## src/rtl/nes_palette_pkg.sv

```systemverilog
// NES palette RAM shared definitions: default palette, FSM states,
// address mirroring and default-entry lookup.
package nes_palette_pkg;

  typedef enum logic {
    INIT,
    READY
  } pal_state_e;

  localparam logic [7:0] GREY_MASK = 8'h30;

  localparam logic [7:0] DEFAULT_PAL [32] = '{
    8'h0F, 8'h15, 8'h2C, 8'h12, 8'h30, 8'h27, 8'h1A, 8'h02,
    8'h0F, 8'h16, 8'h2A, 8'h11, 8'h0F, 8'h38, 8'h21, 8'h06,
    8'h0F, 8'h16, 8'h27, 8'h18, 8'h0F, 8'h1A, 8'h30, 8'h27,
    8'h0F, 8'h06, 8'h17, 8'h37, 8'h0F, 8'h36, 8'h16, 8'h10
  };

  function automatic logic [7:0] default_entry(
    input logic [31:0] k
  );
    logic [4:0] i;
    i = k[4:0];
    return (k < 32'd32) ? DEFAULT_PAL[i] : 8'h00;
  endfunction

  // Sprite backdrop slots 0x10/14/18/1C alias the
  // background backdrop slots.
  function automatic logic [31:0] mirror_addr(
    input logic [31:0] a
  );
    if (a[4] && a[1:0] == 2'b00)
      return {a[31:5], 1'b0, a[3:0]};
    return a;
  endfunction

endpackage

```

## src/rtl/nes_palette_rd_port.sv

```systemverilog
// One palette read channel: mirroring, write-first bypass,
// optional greyscale mask (PALETTE_GREYSCALE_EN), output register.
// Ports: clk, rst, ready, rd_en, rd_addr, wr_fire, wr_maddr,
// wr_data, mem_word in; maddr, rd_data, rd_valid out.
module nes_palette_rd_port
  import nes_palette_pkg::*;
#(
  parameter int DW = 8,
  parameter int AW = 5
) (
  input  logic          clk,
  input  logic          rst,
`ifdef PALETTE_GREYSCALE_EN
  input  logic          greyscale,
`endif
  input  logic          ready,
  input  logic          rd_en,
  input  logic [AW-1:0] rd_addr,
  input  logic          wr_fire,
  input  logic [AW-1:0] wr_maddr,
  input  logic [DW-1:0] wr_data,
  output logic [AW-1:0] maddr,
  input  logic [DW-1:0] mem_word,
  output logic [DW-1:0] rd_data,
  output logic          rd_valid
);

  logic [DW-1:0] word;
  logic [DW-1:0] masked;

  assign maddr = AW'(mirror_addr(32'(rd_addr)));

  always_comb begin
    word = mem_word;
    if (wr_fire && wr_maddr == maddr)
      word = wr_data;
  end

  always_comb begin
    masked = word;
`ifdef PALETTE_GREYSCALE_EN
    if (greyscale)
      masked = word & DW'(GREY_MASK);
`endif
  end

  always_ff @(posedge clk) begin
    if (rst) begin
      rd_data  <= '0;
      rd_valid <= 1'b0;
    end else if (ready && rd_en) begin
      rd_data  <= masked;
      rd_valid <= 1'b1;
    end else begin
      rd_valid <= 1'b0;
    end
  end

endmodule

```

## src/rtl/nes_palette_ram.sv

```systemverilog
// NES palette RAM: default-load FSM, one storage array, NRD read
// channels. Optional greyscale input with PALETTE_GREYSCALE_EN.
// Ports: clk, rst, wr_en/wr_addr/wr_data, rd_en/rd_addr (packed
// per channel), rd_data/rd_valid (packed per channel), busy.
module nes_palette_ram
  import nes_palette_pkg::*;
#(
  parameter int DW  = 8,
  parameter int AW  = 5,
  parameter int NRD = 2
) (
  input  logic              clk,
  input  logic              rst,
`ifdef PALETTE_GREYSCALE_EN
  input  logic              greyscale,
`endif
  input  logic              wr_en,
  input  logic [AW-1:0]     wr_addr,
  input  logic [DW-1:0]     wr_data,
  input  logic [NRD-1:0]    rd_en,
  input  logic [NRD*AW-1:0] rd_addr,
  output logic [NRD*DW-1:0] rd_data,
  output logic [NRD-1:0]    rd_valid,
  output logic              busy
);

  pal_state_e    state, state_n;
  logic [AW-1:0] idx, idx_n;
  logic          ready;
  logic          wr_fire;
  logic [AW-1:0] wr_maddr;

  logic [DW-1:0] mem [2**AW];

  always_ff @(posedge clk) begin
    if (rst) begin
      state <= INIT;
      idx   <= '0;
    end else begin
      state <= state_n;
      idx   <= idx_n;
    end
  end

  always_comb begin
    state_n = state;
    idx_n   = idx;
    unique case (state)
      INIT: begin
        idx_n = idx + AW'(1);
        if (idx == '1)
          state_n = READY;
      end
      READY: ;
    endcase
  end

  assign busy     = (state == INIT);
  assign ready    = (state == READY);
  assign wr_fire  = ready && wr_en;
  assign wr_maddr = AW'(mirror_addr(32'(wr_addr)));

  always_ff @(posedge clk) begin
    if (!rst) begin
      if (state == INIT)
        mem[idx] <= DW'(default_entry(32'(idx)));
      else if (wr_en)
        mem[wr_maddr] <= wr_data;
    end
  end

  for (genvar g = 0; g < NRD; g++) begin : g_rd
    logic [AW-1:0] maddr;
    logic [DW-1:0] mem_word;

    assign mem_word = mem[maddr];

    nes_palette_rd_port #(
      .DW(DW),
      .AW(AW)
    ) u_rd (
      .clk      (clk),
      .rst      (rst),
`ifdef PALETTE_GREYSCALE_EN
      .greyscale(greyscale),
`endif
      .ready    (ready),
      .rd_en    (rd_en[g]),
      .rd_addr  (rd_addr[g*AW +: AW]),
      .wr_fire  (wr_fire),
      .wr_maddr (wr_maddr),
      .wr_data  (wr_data),
      .maddr    (maddr),
      .mem_word (mem_word),
      .rd_data  (rd_data[g*DW +: DW]),
      .rd_valid (rd_valid[g])
    );
  end

endmodule

```

## config.mk

```make
export PLATFORM = sky130hd
export DESIGN_NAME = nes_palette_ram
export DESIGN_NICKNAME = d
export VERILOG_FILES = /design/src/rtl/nes_palette_pkg.sv /design/src/rtl/nes_palette_rd_port.sv /design/src/rtl/nes_palette_ram.sv
export SDC_FILE = /design/constraint.sdc
export NUM_CORES = 1
export LEC_CHECK = 0
export ABC_AREA = 1
export CELL_PAD_IN_SITES_DETAIL_PLACEMENT = 1
export CELL_PAD_IN_SITES_GLOBAL_PLACEMENT = 2
export CORE_MARGIN = 3
export CORE_UTILIZATION = 35
export DETAILED_ROUTE_END_ITERATION = 12
export PLACE_DENSITY_LB_ADDON = 0.1
export SYNTH_ARGS = -nofsm -noshare
export SYNTH_HDL_FRONTEND = slang
export SYNTH_SLANG_ARGS = --single-unit
```

## constraint.sdc

```tcl
create_clock -name clk -period 2.6 [get_ports clk]
set_input_delay 0.26 -clock clk [delete_from_list [all_inputs] [get_ports clk]]
set_output_delay 0.26 -clock clk [all_outputs]
set_load 0.01 [all_outputs]
```

# Word-level counts from Yosys, hierarchy flattened
# Memory sizes are Yosys's and may differ from the RTL's. A register that Yosys moved wholly into a read port is not among the register bits.
# Cells that the tools add are included.
# totals
ff_bits	8
mem_bits_rw	256
rom_bits	256
out_inout_bits	19
elab_cells	45
mem_count	2
# memory_table
memory	depth	width	read_ports	rd_clocked_by_memory_dff	wr	line_no	source
(no name shown)	32	8	1	0	0	nes_palette_pkg.sv:24	return (k < 32'd32) ? DEFAULT_PAL[i] : 8'h00;
mem	32	8	2	2	1	nes_palette_ram.sv:33	logic [DW-1:0] mem [2**AW];
# op_classes
addsub	1
magnitude_cmp	1
eq_ne	1
mux	25
n_bitwise	2
n_reduce_logical	9
# op_table
op	count
5-bit two-way mux	7
8-bit two-way mux	3
1-bit two-way mux	15
8-bit OR reduction	1
6-bit greater-or-equal comparator, second input constant	1
2-bit logical NOT	3
5-bit inverter with 6-bit output	1
5-bit by 1-bit adder with 5-bit output, second input constant	1
5-bit equality test, second input constant	1
1-bit logical AND	5
1-bit inverter	1

# Logic depth before layout (Yosys ltp)
# depth
depth_word	6
mapped_depth	15
mapped_depth_nobuf	13

# By module
# A second synthesis with hierarchy kept.
# unflattened
cells_unflattened	1852
hier_area_um2	15046.9
# by_module_without_submodules
mod	instances	cells_each	area_each_um2	seq_area_each_um2
nes_palette_ram	1	1654	13838.3	7807.5
nes_palette_rd_port	2	99	604.3	180.2

# Worst setup path after synthesis
# No wires, ideal clock.
# synth_timing
path_type	reg-to-reg
start	reg idx[0] (netlist name)
end	reg g_rd[0].u_rd.rd_data[0], read port of mem
arrival_time_ns	2.461
t_required_ns	2.536
path_slack_ns	0.074
path_stages_with_launch	12
path_buffers	0
synth_period_minus_slack_ns	2.526
cell_sequence	dfxtp_1 -> inv_1 -> ha_1 -> nand2_1 -> nand3_1 -> nand3_1 -> o21ai_0 -> nor2_1 -> nand4_1 -> nand2_1 -> nor2_1 -> nor2_1
# synth_rtl
element	line_no	source
end: declaration	nes_palette_rd_port.sv:24	output logic [DW-1:0] rd_data,

# Final worst setup path
# layout_timing
start	reg idx[0]
end	mem mem[7][4], data pin
# layout_via
elab_chain_len	5
# layout_lines
element	line_no	source
start: declaration	nes_palette_ram.sv:28	logic [AW-1:0] idx, idx_n;
start signal: assignment	nes_palette_ram.sv:41	idx <= idx_n;
5-bit inverter with 6-bit output (implied by the code)	nes_palette_pkg.sv:24	
memory 32 x 8 bit	--	
8-bit two-way mux (implied by the code) (2 in series)	nes_palette_pkg.sv:24	
8-bit two-way mux (no source line)	--	
end: declaration	nes_palette_ram.sv:33	
# No other way between the ends. The select of a mux whose other input is x is not followed.

==> flow_summary.toml <==
[outcome]
status = "complete, no violations"

[finish]
antenna_cells = 0
drive_gt1_share_pct = 11.58
layout.nets = 1826
fin_cells = 2346
areaGrowthSynthToFinish_pct = 19.30

[clock_tree]
cts_setup_buffers = 0
cts_tree = "yes"
cts_resized = 0
cts_root_buf = "clkbuf_16"
insertion_delay_ps = 530
cts.htree.levels = 2
clk_pin_slew_ps = 50
postCtsHoldBufs = 0
clock_sinks = 280
numCtsBuffers = 35
clk_path_buf_depth = 3

[placed_design]
place_hpwl_um = 38860
place_inst = 2285
port_buffers = 46
place_congestion = 0.8446

[floorplan]
ios = 47
core_area_sq_um = 41290
die_y_um = 211.7
die_x_um = 211.7
initial_utilization_pct = 35.85
dieArea_sq_um = 44800
rows = 74

[sta]
worst_clock_skew_ps = 12.99
fmax_ghz = 0.4580
rsz0062_at_grt = "no"
setup_viol = 0
min_period_over_period_pct = 83.97
hold_viol = 0
worst_pin_slew_ps = 575.7
final_max_slew_viol_count = 0
fin_tns_setup_ps = 0
min_period_ps = 2183
relSlewSlack_pct = 61.53

[power]
seqPwrFrac_pct = 44.5
power_w = 0.01134
p_int_w = 0.008342
peakVddDrop_v = 0.0005427
leakage_nw = 6.927
powerDensity_nw_per_um2 = 642.0
switching_share_pct = 26.43
combPwrFrac_pct = 13.2
p_switching_w = 0.002997
p_clk_share_pct = 42.3

[global_route]
grtUsageTotal_pct = 24.99
antenna_found_initial = 1
grt-ovfl-total = 0
grt_pass1_wl_um = 83860
grt_max_degree = 64
grt_pass1_vias = 13380

[setup_path]
crit_type = "register to register"
worstSetupStartpoint = "idx[0]"
crit_arrival_ps = 2410
required_ps = 2830
r2r-start = "idx[0]"
cp_max_fo = 22
crit_path_start_kind = "register"
crit_path_end_kind = "register"

[worst_hold_path]
hp-class = "primary input to register"
min_from = "rd_en[0]"

[synth]
syn_avg_cell_area_sq_um = 8.698
synthDominantCellAreaShare_pct = 51.93
synth_edf_count = 256
synth-seq-area-share_pct = 55.17
synth_common_cells = "nand2_1 (385), edfxtp_1 (256), o21ai_0 (185)"
ys_ff_latch = 280
yosys_most_used_dff = "edfxtp_1"
synth.cell_area_sq_um = 14800
synth.most_common_cell = "nand2_1"
synth_top_area_cell = "edfxtp_1"
synthTopCellsByArea = "edfxtp_1 (52%), nand2_1 (9.8%), o21ai_0 (6.3%)"
yosysUniqueCellTypes = 36
synth_nets = 1738
yosysWarnings = 0
synthCells = 1702
async_reset_ff_share_pct = 0

[drt]
drtIter0Drc = 858
wirelength_um = 55490
vias = 12720
ant_nets = 0
wl_per_cell_um = 23.65
dr.pass1.iters = 5
drc = 0
viasPerCell = 5.424

[flow_run]
maxCapViolations = 0
==> area by class of cell <==
cell class	count	area, sq um
fill	4802	23630
sequential	280	8168
tap	532	665.6
clock inverter	22	220.2
multi-input combinational	1149	5570
inverter	160	603.1
clock buffer	39	890.9
timing repair buffer	164	1544
==> critical path: stages, from the launching register on <==
cell and delay [ps]:
dfxtp_1 320, inv_1 60, buf_4 170, ha_1 260, o21ai_0 220, o211ai_1 120
a21oi_1 290, inv_1 170, buf_4 280
==> state kept, by name, summed over array words and instances, names as in the netlist <==
signal              flops
mem                   256
g_rd.u_rd.rd_valid      2
idx                     5
ready                   1
g_rd.u_rd.rd_data      16
==> cell usage in the layout, fill, tap and decap left out, drive strengths merged <==
cell	count
dfxtp	24
or2	5
nand4	8
a31oi	2
nor3	3
o22ai	1
clkinv	19
a21boi	2
ha	8
clkdlybuf4s50	41
inv	157
o21ai	193
o211ai	89
clkbuf	39
o21a	1
mux2i	1
clkinvlp	2
a21oi	145
buf	123
bufinv	4
edfxtp	256
nand3	170
nand2	394
nor2	126
nor4	1
==> through the flow <==
step | util [%] | hold slack, ps | setup WS (ps) | cell area, sq um
detailed placement | 40.08 | 475.5 | 42.39 | 16550
finish | 42.77 | 299.7 | 416.7 | 17660
global route | 42.77 | 287.3 | 265.4 | 17660
floorplan | - | 404.5 | 74.47 | 14800
global placement | 40.08 | 482.2 | 57.12 | 16550
CTS | 42.77 | 265.1 | 396.5 | 17660
==> kinds of logic after synthesis <==
family | after synthesis | share of synthesized area (%)
buf+inv | 273 | 7.387
simple gates | 707 | 20.37
flops | 280 | 55.17
compound gates | 433 | 16.24
fa+ha+maj | 8 | 0.6762
mux | 1 | 0.1521
==> layer usage <==
metal | vias to the layer above | share of wire [%] | track usage (%)
li1 | 6041 | - | -
met1 | 6345 | 46 | 33.93
met2 | 249 | 47 | 41.32
met3 | 87 | 3.8 | 3.631
met4 | 2 | 3.3 | 8.291
met5 | - | 0.023 | 0
==> final timing paths <==
| check | end | slack [ps] | cells after the start |
|---|---|---|---|
| worst max-delay path | mem[7][4] | 420 | 8 |
| worst min-delay path | g_rd[0].u_rd.rd_valid | 300 | 3 |
| worst max register to register | mem[7][4] | 420 | 8 |
| worst min register to register | g_rd[1].u_rd.rd_data[4] | 490 | 2 |
==> power groups by stage <==
stage          logic (W)  clock network (W)  registers, W
6_report         0.00149            0.00480       0.00505
2_1_floorplan   0.000755                  0       0.00515
3_5_place_dp     0.00149                  0       0.00514
3_3_place_gp     0.00148                  0       0.00514
5_1_grt          0.00163            0.00511       0.00505
4_1_cts          0.00150            0.00494       0.00505
(Power assumes the default switching activity.)
